$ cat config.mk
export PLATFORM = sky130hd
export DESIGN_NAME = spin_sequencer
export DESIGN_NICKNAME = d
export VERILOG_FILES = /design/src/rtl/slot_pkg.sv /design/src/rtl/reel_scroller.sv /design/src/rtl/spin_sequencer.sv
export SDC_FILE = /design/constraint.sdc
export NUM_CORES = 1
export LEC_CHECK = 0
export CORE_UTILIZATION = 48
export CTS_CLUSTER_DIAMETER = 30
export CTS_CLUSTER_SIZE = 14
export DETAILED_ROUTE_END_ITERATION = 7
export GPL_TIMING_DRIVEN = 0
export PLACE_DENSITY = 0.72
export SYNTH_ARGS = -nofsm -noshare
export SYNTH_HDL_FRONTEND = slang
export SYNTH_HIERARCHICAL = 1
export SYNTH_SLANG_ARGS = --single-unit
$ cat constraint.sdc
create_clock -name clk -period 3 [get_ports clk]
set_input_delay 0.6 -clock clk [delete_from_list [all_inputs] [get_ports clk]]
set_output_delay 0.6 -clock clk [all_outputs]
set_load 0.03 [all_outputs]
$ cat src/rtl/slot_pkg.sv
`default_nettype none
// ----------------------------------------------------------------------------
// Package  : slot_pkg
// Summary  : Reel-strip constants, sprite index and sequencer state types.
// Revision : 1.0 - initial release
// ----------------------------------------------------------------------------
package slot_pkg;

  localparam int N_SPRITES = 7;
  localparam int SPRITE_H  = 64;

  typedef logic [2:0] sprite_idx_t;

  typedef enum logic [2:0] {
    IDLE       = 3'd0,
    SPINNING   = 3'd1,
    REEL1_STOP = 3'd2,
    REEL2_STOP = 3'd3,
    REEL3_STOP = 3'd4
  } spin_state_t;

  // Reel being brought to rest in a stop state (0-based).
  function automatic logic [1:0] stop_reel(input spin_state_t s);
    case (s)
      REEL1_STOP: stop_reel = 2'd0;
      REEL2_STOP: stop_reel = 2'd1;
      default:    stop_reel = 2'd2;
    endcase
  endfunction

  function automatic spin_state_t next_stop_state(input spin_state_t s);
    case (s)
      REEL1_STOP: next_stop_state = REEL2_STOP;
      REEL2_STOP: next_stop_state = REEL3_STOP;
      default:    next_stop_state = IDLE;
    endcase
  endfunction

endpackage
`default_nettype wire

$ cat src/rtl/reel_scroller.sv
`default_nettype none
// ----------------------------------------------------------------------------
// Module   : reel_scroller
// Summary  : One reel's wrapping scroll offset and its frozen flag.
// Revision : 1.0 - initial release
// ----------------------------------------------------------------------------
module reel_scroller #(
  parameter int STRIP = 448,
  parameter int SPEED = 8,
  parameter int OFF_W = 9
) (
  input  logic             clk,
  input  logic             reset_n,
  input  logic             advance,
  input  logic             freeze,
  input  logic [OFF_W-1:0] target,
  input  logic             clear_stopped,
  output logic [OFF_W-1:0] offset,
  output logic             at_target,
  output logic             stopped
);

  logic [OFF_W-1:0] offset_q, offset_d;
  logic             stopped_q, stopped_d;
  logic [OFF_W:0]   w_sum;

  assign w_sum = {1'b0, offset_q} + (OFF_W+1)'(SPEED);

  always_comb begin
    offset_d  = offset_q;
    stopped_d = stopped_q;
    if (clear_stopped) begin
      stopped_d = 1'b0;
    end
    if (freeze) begin
      stopped_d = 1'b1;
    end else if (advance && !stopped_q) begin
      // Offsets stay multiples of SPEED, so a single subtract wraps the strip.
      if (w_sum >= (OFF_W+1)'(STRIP)) begin
        offset_d = OFF_W'(w_sum - (OFF_W+1)'(STRIP));
      end else begin
        offset_d = w_sum[OFF_W-1:0];
      end
    end
  end

  always_ff @(posedge clk) begin
    if (!reset_n) begin
      offset_q  <= '0;
      stopped_q <= 1'b0;
    end else begin
      offset_q  <= offset_d;
      stopped_q <= stopped_d;
    end
  end

  assign offset    = offset_q;
  assign at_target = (offset_q == target);
  assign stopped   = stopped_q;

endmodule
`default_nettype wire

$ cat src/rtl/spin_sequencer.sv
`default_nettype none
// ----------------------------------------------------------------------------
// Module   : spin_sequencer
// Summary  : Frame-locked spin/stop scheduler landing three reels on targets.
// Revision : 1.0 - initial release
// ----------------------------------------------------------------------------
module spin_sequencer #(
  parameter int N_SPRITES       = slot_pkg::N_SPRITES,
  parameter int SPRITE_H        = slot_pkg::SPRITE_H,
  parameter int SPEED           = 8,
  parameter int SPIN_FRAMES     = 60,
  parameter int STOP_GAP_FRAMES = 30,
  parameter int OFF_W           = $clog2(N_SPRITES * SPRITE_H)
) (
  input  logic                 clk,
  input  logic                 reset_n,
  input  logic                 vsync,
  input  logic                 spin_req,
  input  slot_pkg::sprite_idx_t final1_sprite,
  input  slot_pkg::sprite_idx_t final2_sprite,
  input  slot_pkg::sprite_idx_t final3_sprite,
  output logic                 spin_ack,
  output logic                 busy,
  output logic                 start_spin,
  output logic [OFF_W-1:0]     reel_offset1,
  output logic [OFF_W-1:0]     reel_offset2,
  output logic [OFF_W-1:0]     reel_offset3,
  output logic [2:0]           reel_stopped,
  output logic                 done,
  output logic                 sprite_err
);

  import slot_pkg::spin_state_t, slot_pkg::sprite_idx_t;
  import slot_pkg::IDLE, slot_pkg::SPINNING, slot_pkg::REEL3_STOP;
  import slot_pkg::REEL1_STOP, slot_pkg::REEL2_STOP;
  import slot_pkg::stop_reel, slot_pkg::next_stop_state;

  localparam int          STRIP     = N_SPRITES * SPRITE_H;
  localparam logic [7:0]  SPIN_LAST = 8'(SPIN_FRAMES);
  localparam logic [7:0]  GAP_MIN   = 8'(STOP_GAP_FRAMES);
  localparam sprite_idx_t MAX_IDX   = sprite_idx_t'(N_SPRITES - 1);

  spin_state_t      state_q, state_d;
  logic [7:0]       frame_cnt_q, frame_cnt_d;
  logic             vsync_q;
  logic             ack_q, ack_d;
  logic             busy_q, busy_d;
  logic             done_q, done_d;
  logic             err_q, err_d;
  logic [OFF_W-1:0] tgt_q [3];
  logic [OFF_W-1:0] tgt_d [3];

  logic             w_tick;
  logic [1:0]       w_k;
  logic [2:0]       w_advance, w_freeze, w_at_tgt, w_stopped;
  logic             w_clear_stopped;
  sprite_idx_t      w_final [3];
  logic [OFF_W-1:0] w_off [3];

  assign w_tick     = vsync_q & ~vsync;
  assign w_k        = stop_reel(state_q);
  assign w_final[0] = final1_sprite;
  assign w_final[1] = final2_sprite;
  assign w_final[2] = final3_sprite;

  always_comb begin
    state_d         = state_q;
    frame_cnt_d     = frame_cnt_q;
    ack_d           = 1'b0;
    done_d          = 1'b0;
    err_d           = err_q;
    tgt_d           = tgt_q;
    w_advance       = 3'b000;
    w_freeze        = 3'b000;
    w_clear_stopped = 1'b0;
    case (state_q)
      IDLE: begin
        if (spin_req) begin
          ack_d           = 1'b1;
          state_d         = SPINNING;
          frame_cnt_d     = '0;
          w_clear_stopped = 1'b1;
          err_d           = 1'b0;
          for (int k = 0; k < 3; k++) begin
            if (w_final[k] > MAX_IDX) begin
              tgt_d[k] = '0;
              err_d    = 1'b1;
            end else begin
              tgt_d[k] = OFF_W'(int'(w_final[k]) * SPRITE_H);
            end
          end
        end
      end
      SPINNING: begin
        if (w_tick) begin
          w_advance = 3'b111;
          if (frame_cnt_q + 8'd1 == SPIN_LAST) begin
            state_d     = REEL1_STOP;
            frame_cnt_d = '0;
          end else begin
            frame_cnt_d = frame_cnt_q + 8'd1;
          end
        end
      end
      REEL1_STOP, REEL2_STOP, REEL3_STOP: begin
        if (w_tick) begin
          // Target is checked before advancing, so the landing reel never overshoots.
          if (frame_cnt_q >= GAP_MIN && w_at_tgt[w_k]) begin
            w_freeze[w_k] = 1'b1;
            frame_cnt_d   = '0;
            state_d       = next_stop_state(state_q);
            done_d        = (state_q == REEL3_STOP);
          end else begin
            w_advance = ~w_stopped;
            if (frame_cnt_q != 8'hFF) begin
              frame_cnt_d = frame_cnt_q + 8'd1;
            end
          end
        end
      end
      default: state_d = IDLE;
    endcase
    busy_d = (state_d != IDLE);
  end

  always_ff @(posedge clk) begin
    if (!reset_n) begin
      state_q     <= IDLE;
      frame_cnt_q <= '0;
      vsync_q     <= 1'b1;
      ack_q       <= 1'b0;
      busy_q      <= 1'b0;
      done_q      <= 1'b0;
      err_q       <= 1'b0;
      for (int k = 0; k < 3; k++) begin
        tgt_q[k] <= '0;
      end
    end else begin
      state_q     <= state_d;
      frame_cnt_q <= frame_cnt_d;
      vsync_q     <= vsync;
      ack_q       <= ack_d;
      busy_q      <= busy_d;
      done_q      <= done_d;
      err_q       <= err_d;
      tgt_q       <= tgt_d;
    end
  end

  for (genvar g = 0; g < 3; g++) begin : g_reel
    reel_scroller #(
      .STRIP (STRIP),
      .SPEED (SPEED),
      .OFF_W (OFF_W)
    ) u_reel (
      .clk           (clk),
      .reset_n       (reset_n),
      .advance       (w_advance[g]),
      .freeze        (w_freeze[g]),
      .target        (tgt_q[g]),
      .clear_stopped (w_clear_stopped),
      .offset        (w_off[g]),
      .at_target     (w_at_tgt[g]),
      .stopped       (w_stopped[g])
    );
  end

  assign spin_ack     = ack_q;
  assign start_spin   = ack_q;
  assign busy         = busy_q;
  assign done         = done_q;
  assign sprite_err   = err_q;
  assign reel_stopped = w_stopped;
  assign reel_offset1 = w_off[0];
  assign reel_offset2 = w_off[1];
  assign reel_offset3 = w_off[2];

endmodule
`default_nettype wire

==> reports/summary.txt <==
Initial Utilization: 49.9%
commonest non-fill, non-tap cell in the layout: dfxtp_1
Final Hold Viols: 0
FMAX: 360 MHz
Final ANT Viol Nets: 0
initial antenna violation count: 0
DR WL met3: 229 µm
skew final: 0.00802 ns
core area: 0.00635 mm²
clk sinks: 46
Routed WL: 7100 µm
fin crit share: 92.6%
Mapped Cells: 382
WL per Instance: 13.3 µm
crit path DAT: 2.97 ns
final setup fails: 0
Worst VDD drop: 0.229 mV
critical path launch point type: flip-flop
vias in the first global route: 2713
hold endpoint: tgt_q[24]
vias: 2921
first-pass GRT wire length: 12000 µm
Area growth syn-to-layout: 22.9%
CTS clk-pin slew, worst paths: 0.09 ns
I/O pin total: 48
# diodes: 0
relative slew slack: 36.0%
Power per Cell Area: 365 mW/mm²
share of layout cells above drive strength 1: 14.0%
Hold Path Origin: tgt_q[24]
Hold Path Class: flip-flop to flip-flop
Max Cap Violations: 0
# H-tree levels: 2
Leakage Power: 1.62 nW
worst r2r dst: g_reel[0].u_reel/offset[6]
Most used DFF post-synth: dfxtp_1
outcome: complete, no violations
ys async rst share: 0%
First-pass DRT Iterations: 4
Syn. warnings: 6
initial DRC count: 113
syn avg cell area: 8.29 µm²
Highest Signal Layer: met4
die area: 0.00693 mm²
FF-to-FF Start: g_reel[0].u_reel/offset[8]
Net count, final: 478
Final Max Tran Viols: 0
kind of end point of the critical path: flip-flop
Die Y: 83.2 µm
minimum clock period: 2.78 ns
placed inst area: 0.00373 mm²
register area share after synthesis: 29.1%
CTS tree: yes
Rows: 29
vias per std cell: 5.47
remaining global-route overflow: 0
#FFs+latches synth: 46
largest net degree at the start of global routing: 26
Netlist cell types: 64
hpwl dp: 5030 µm
number of synthesized flops with an enable pin: 0
non-filler cells, final: 534
crit-path max FO: 9
Placed Cells: 520
Tot Pwr: 1.42 mW
Post-Synthesis Cell Area: 0.00317 mm²
GPL Wtd Cong: 0.860
FF-to-FF path depth: 14
Buffers on Ports: 38
GRT Resource Usage Total: 20.9%
CTS buffer count: 5
die width: 83.2 µm
cts hold-fix bufs: 0
Hold Path Depth: 2
Worst Path Required: 3.20 ns
root buf cell: clkbuf_8
fillers: 572
CTS Buffer Depth: 2
flop-to-flop setup slack: 0.22 ns
WL met1: 3260 µm
clock latency at the later pin of the worst-skew pair: 0.30 ns
metal2 WL: 3530 µm
kind of critical path: flip-flop to flip-flop
most frequent cells in the layout: dfxtp_1 (45), nand2_1 (43), clkdlybuf4s50_1 (38)
DRC viols: 0
Final Cell Area: 0.00389 mm²
worst-margin pin slew: 0.958 ns
-- where the power goes --
group / leakage (nW) / switching, mW / internal [mW]
Clock: 0.0579 / 0.218 / 0.246
Combinational: 1.19 / 0.175 / 0.132
Sequential: 0.374 / 0.0154 / 0.634
Total: 1.62 / 0.408 / 1.01
-- cells by family (layout without fill, tap and decap cells) --
kind of cell	Yosys count	after routing	synth area share (%)
simple gates	146	146	25.7
compound gates	100	100	23.7
flops	46	46	29.1
buf+inv	45	97	8.10
xor+xnor	25	25	6.91
fa+ha+maj	9	9	3.55
mux	7	7	2.57
other cells	4	27	0.474
-- Yosys cell counts (2+ instances only) --
master,n,area (µm²)
o21ai_1,3,15.0
xnor2_1,10,87.6
nor4_1,4,25.0
nor2_1,18,67.6
nand3_2,2,20.0
o21a_1,9,67.6
and3_1,9,56.3
a31o_1,3,26.3
o31ai_1,5,37.5
nor2b_1,9,56.3
o32ai_1,3,26.3
nor3b_4,3,56.3
a21boi_1,4,30.0
buf_6,4,45.0
a21oi_1,12,60.1
and4_1,3,26.3
nand2_1,43,161
conb_1,4,15.0
ha_1,9,113
o21ai_0,10,50.1
nand3_1,19,95.1
nand2b_1,4,25.0
nor3_1,5,25.0
a311o_1,3,30.0
and2_1,7,43.8
xor2_1,15,131
buf_4,11,82.6
mux2i_1,4,40.0
clkbuf_1,7,26.3
a211o_1,4,35.0
a21o_1,3,22.5
o22ai_1,7,43.8
mux2_4,2,30.0
buf_2,13,65.1
o211ai_1,6,45.0
a31oi_1,7,43.8
nand4_1,11,68.8
a21boi_0,5,37.5
dfxtp_1,46,921
inv_1,10,37.5
a41o_1,3,30.0
-- metrics by stage --
step	setup slack, ns	utilization, %	hold slack (ns)	setup TNS, ns
after global placement	0.0652	58.8	0.458	0
after global routing	-0.00372	61.3	0.509	-0.00372
after detailed placement	0.0277	58.8	0.465	0
after floorplan	0.227	-	0.442	0
final	0.222	61.3	0.472	0
after CTS	0.0702	60.6	0.478	0
-- repair_timing --
item	4_1_cts	5_1_grt
setup buffers	1	6
setup endpoints to repair	1	11
gates resized for setup	0	2
-- worst max-delay path, cell delays in order (launching register included) --
cell,delay [ns]
dfxtp_1,0.33
clkbuf_1,0.28
xor2_1,0.18
nor4_1,0.08
mux2_4,0.27
mux2_4,0.30
a21o_4,0.27
nor2_1,0.09
nor2_1,0.04
nor2_1,0.09
nor3b_4,0.28
buf_4,0.17
buf_4,0.11
o21a_1,0.11
a21oi_1,0.06
-- area by class of cell --
type                    instances  area [µm²]  area share (%)
multi-input cells             314        2080            53.4
clock inverters                 3        40.0            1.03
plain buffers                  34         218            5.59
flip-flops and latches         46         922            23.7
inverters                      10        37.5           0.964
well taps                      77        96.3            2.48
repair buffers                 45         433            11.1
clock buffers                   5        68.8            1.77
-- registers in the layout, summed over array words and instances, names as in the netlist, 3 cells and up --
signal	flops
g_reel.u_reel/offset	18
frame_cnt_q	8
state_q	3
tgt_q	9
g_reel.u_reel/stopped	3
-- layer usage --
metal  global-route usage (%)  vias to the layer above
met3                     2.98                        5
met4                     7.68                        0
met2                     36.1                       64
li1                         -                     1478
met1                     26.3                     1374
met5                        0                        -
-- worst max path at each step --
stage	start	to	slack, ns	cells past startpoint
6_report	g_reel[0].u_reel/offset[8]	g_reel[0].u_reel/offset[6]	0.22	14
5_1_grt	g_reel[0].u_reel/offset[8]	g_reel[0].u_reel/offset[4]	-0.004	13
4_1_cts	g_reel[0].u_reel/offset[8]	g_reel[0].u_reel/offset[8]	0.07	12
3_5_place_dp	g_reel[0].u_reel/offset[8]	g_reel[2].u_reel/offset[8]	0.03	12
3_3_place_gp	reset_n	busy	0.07	5
2_1_floorplan	g_reel[0].u_reel/offset[3]	g_reel[0].u_reel/offset[8]	0.23	12
(Power assumes the default switching activity.)
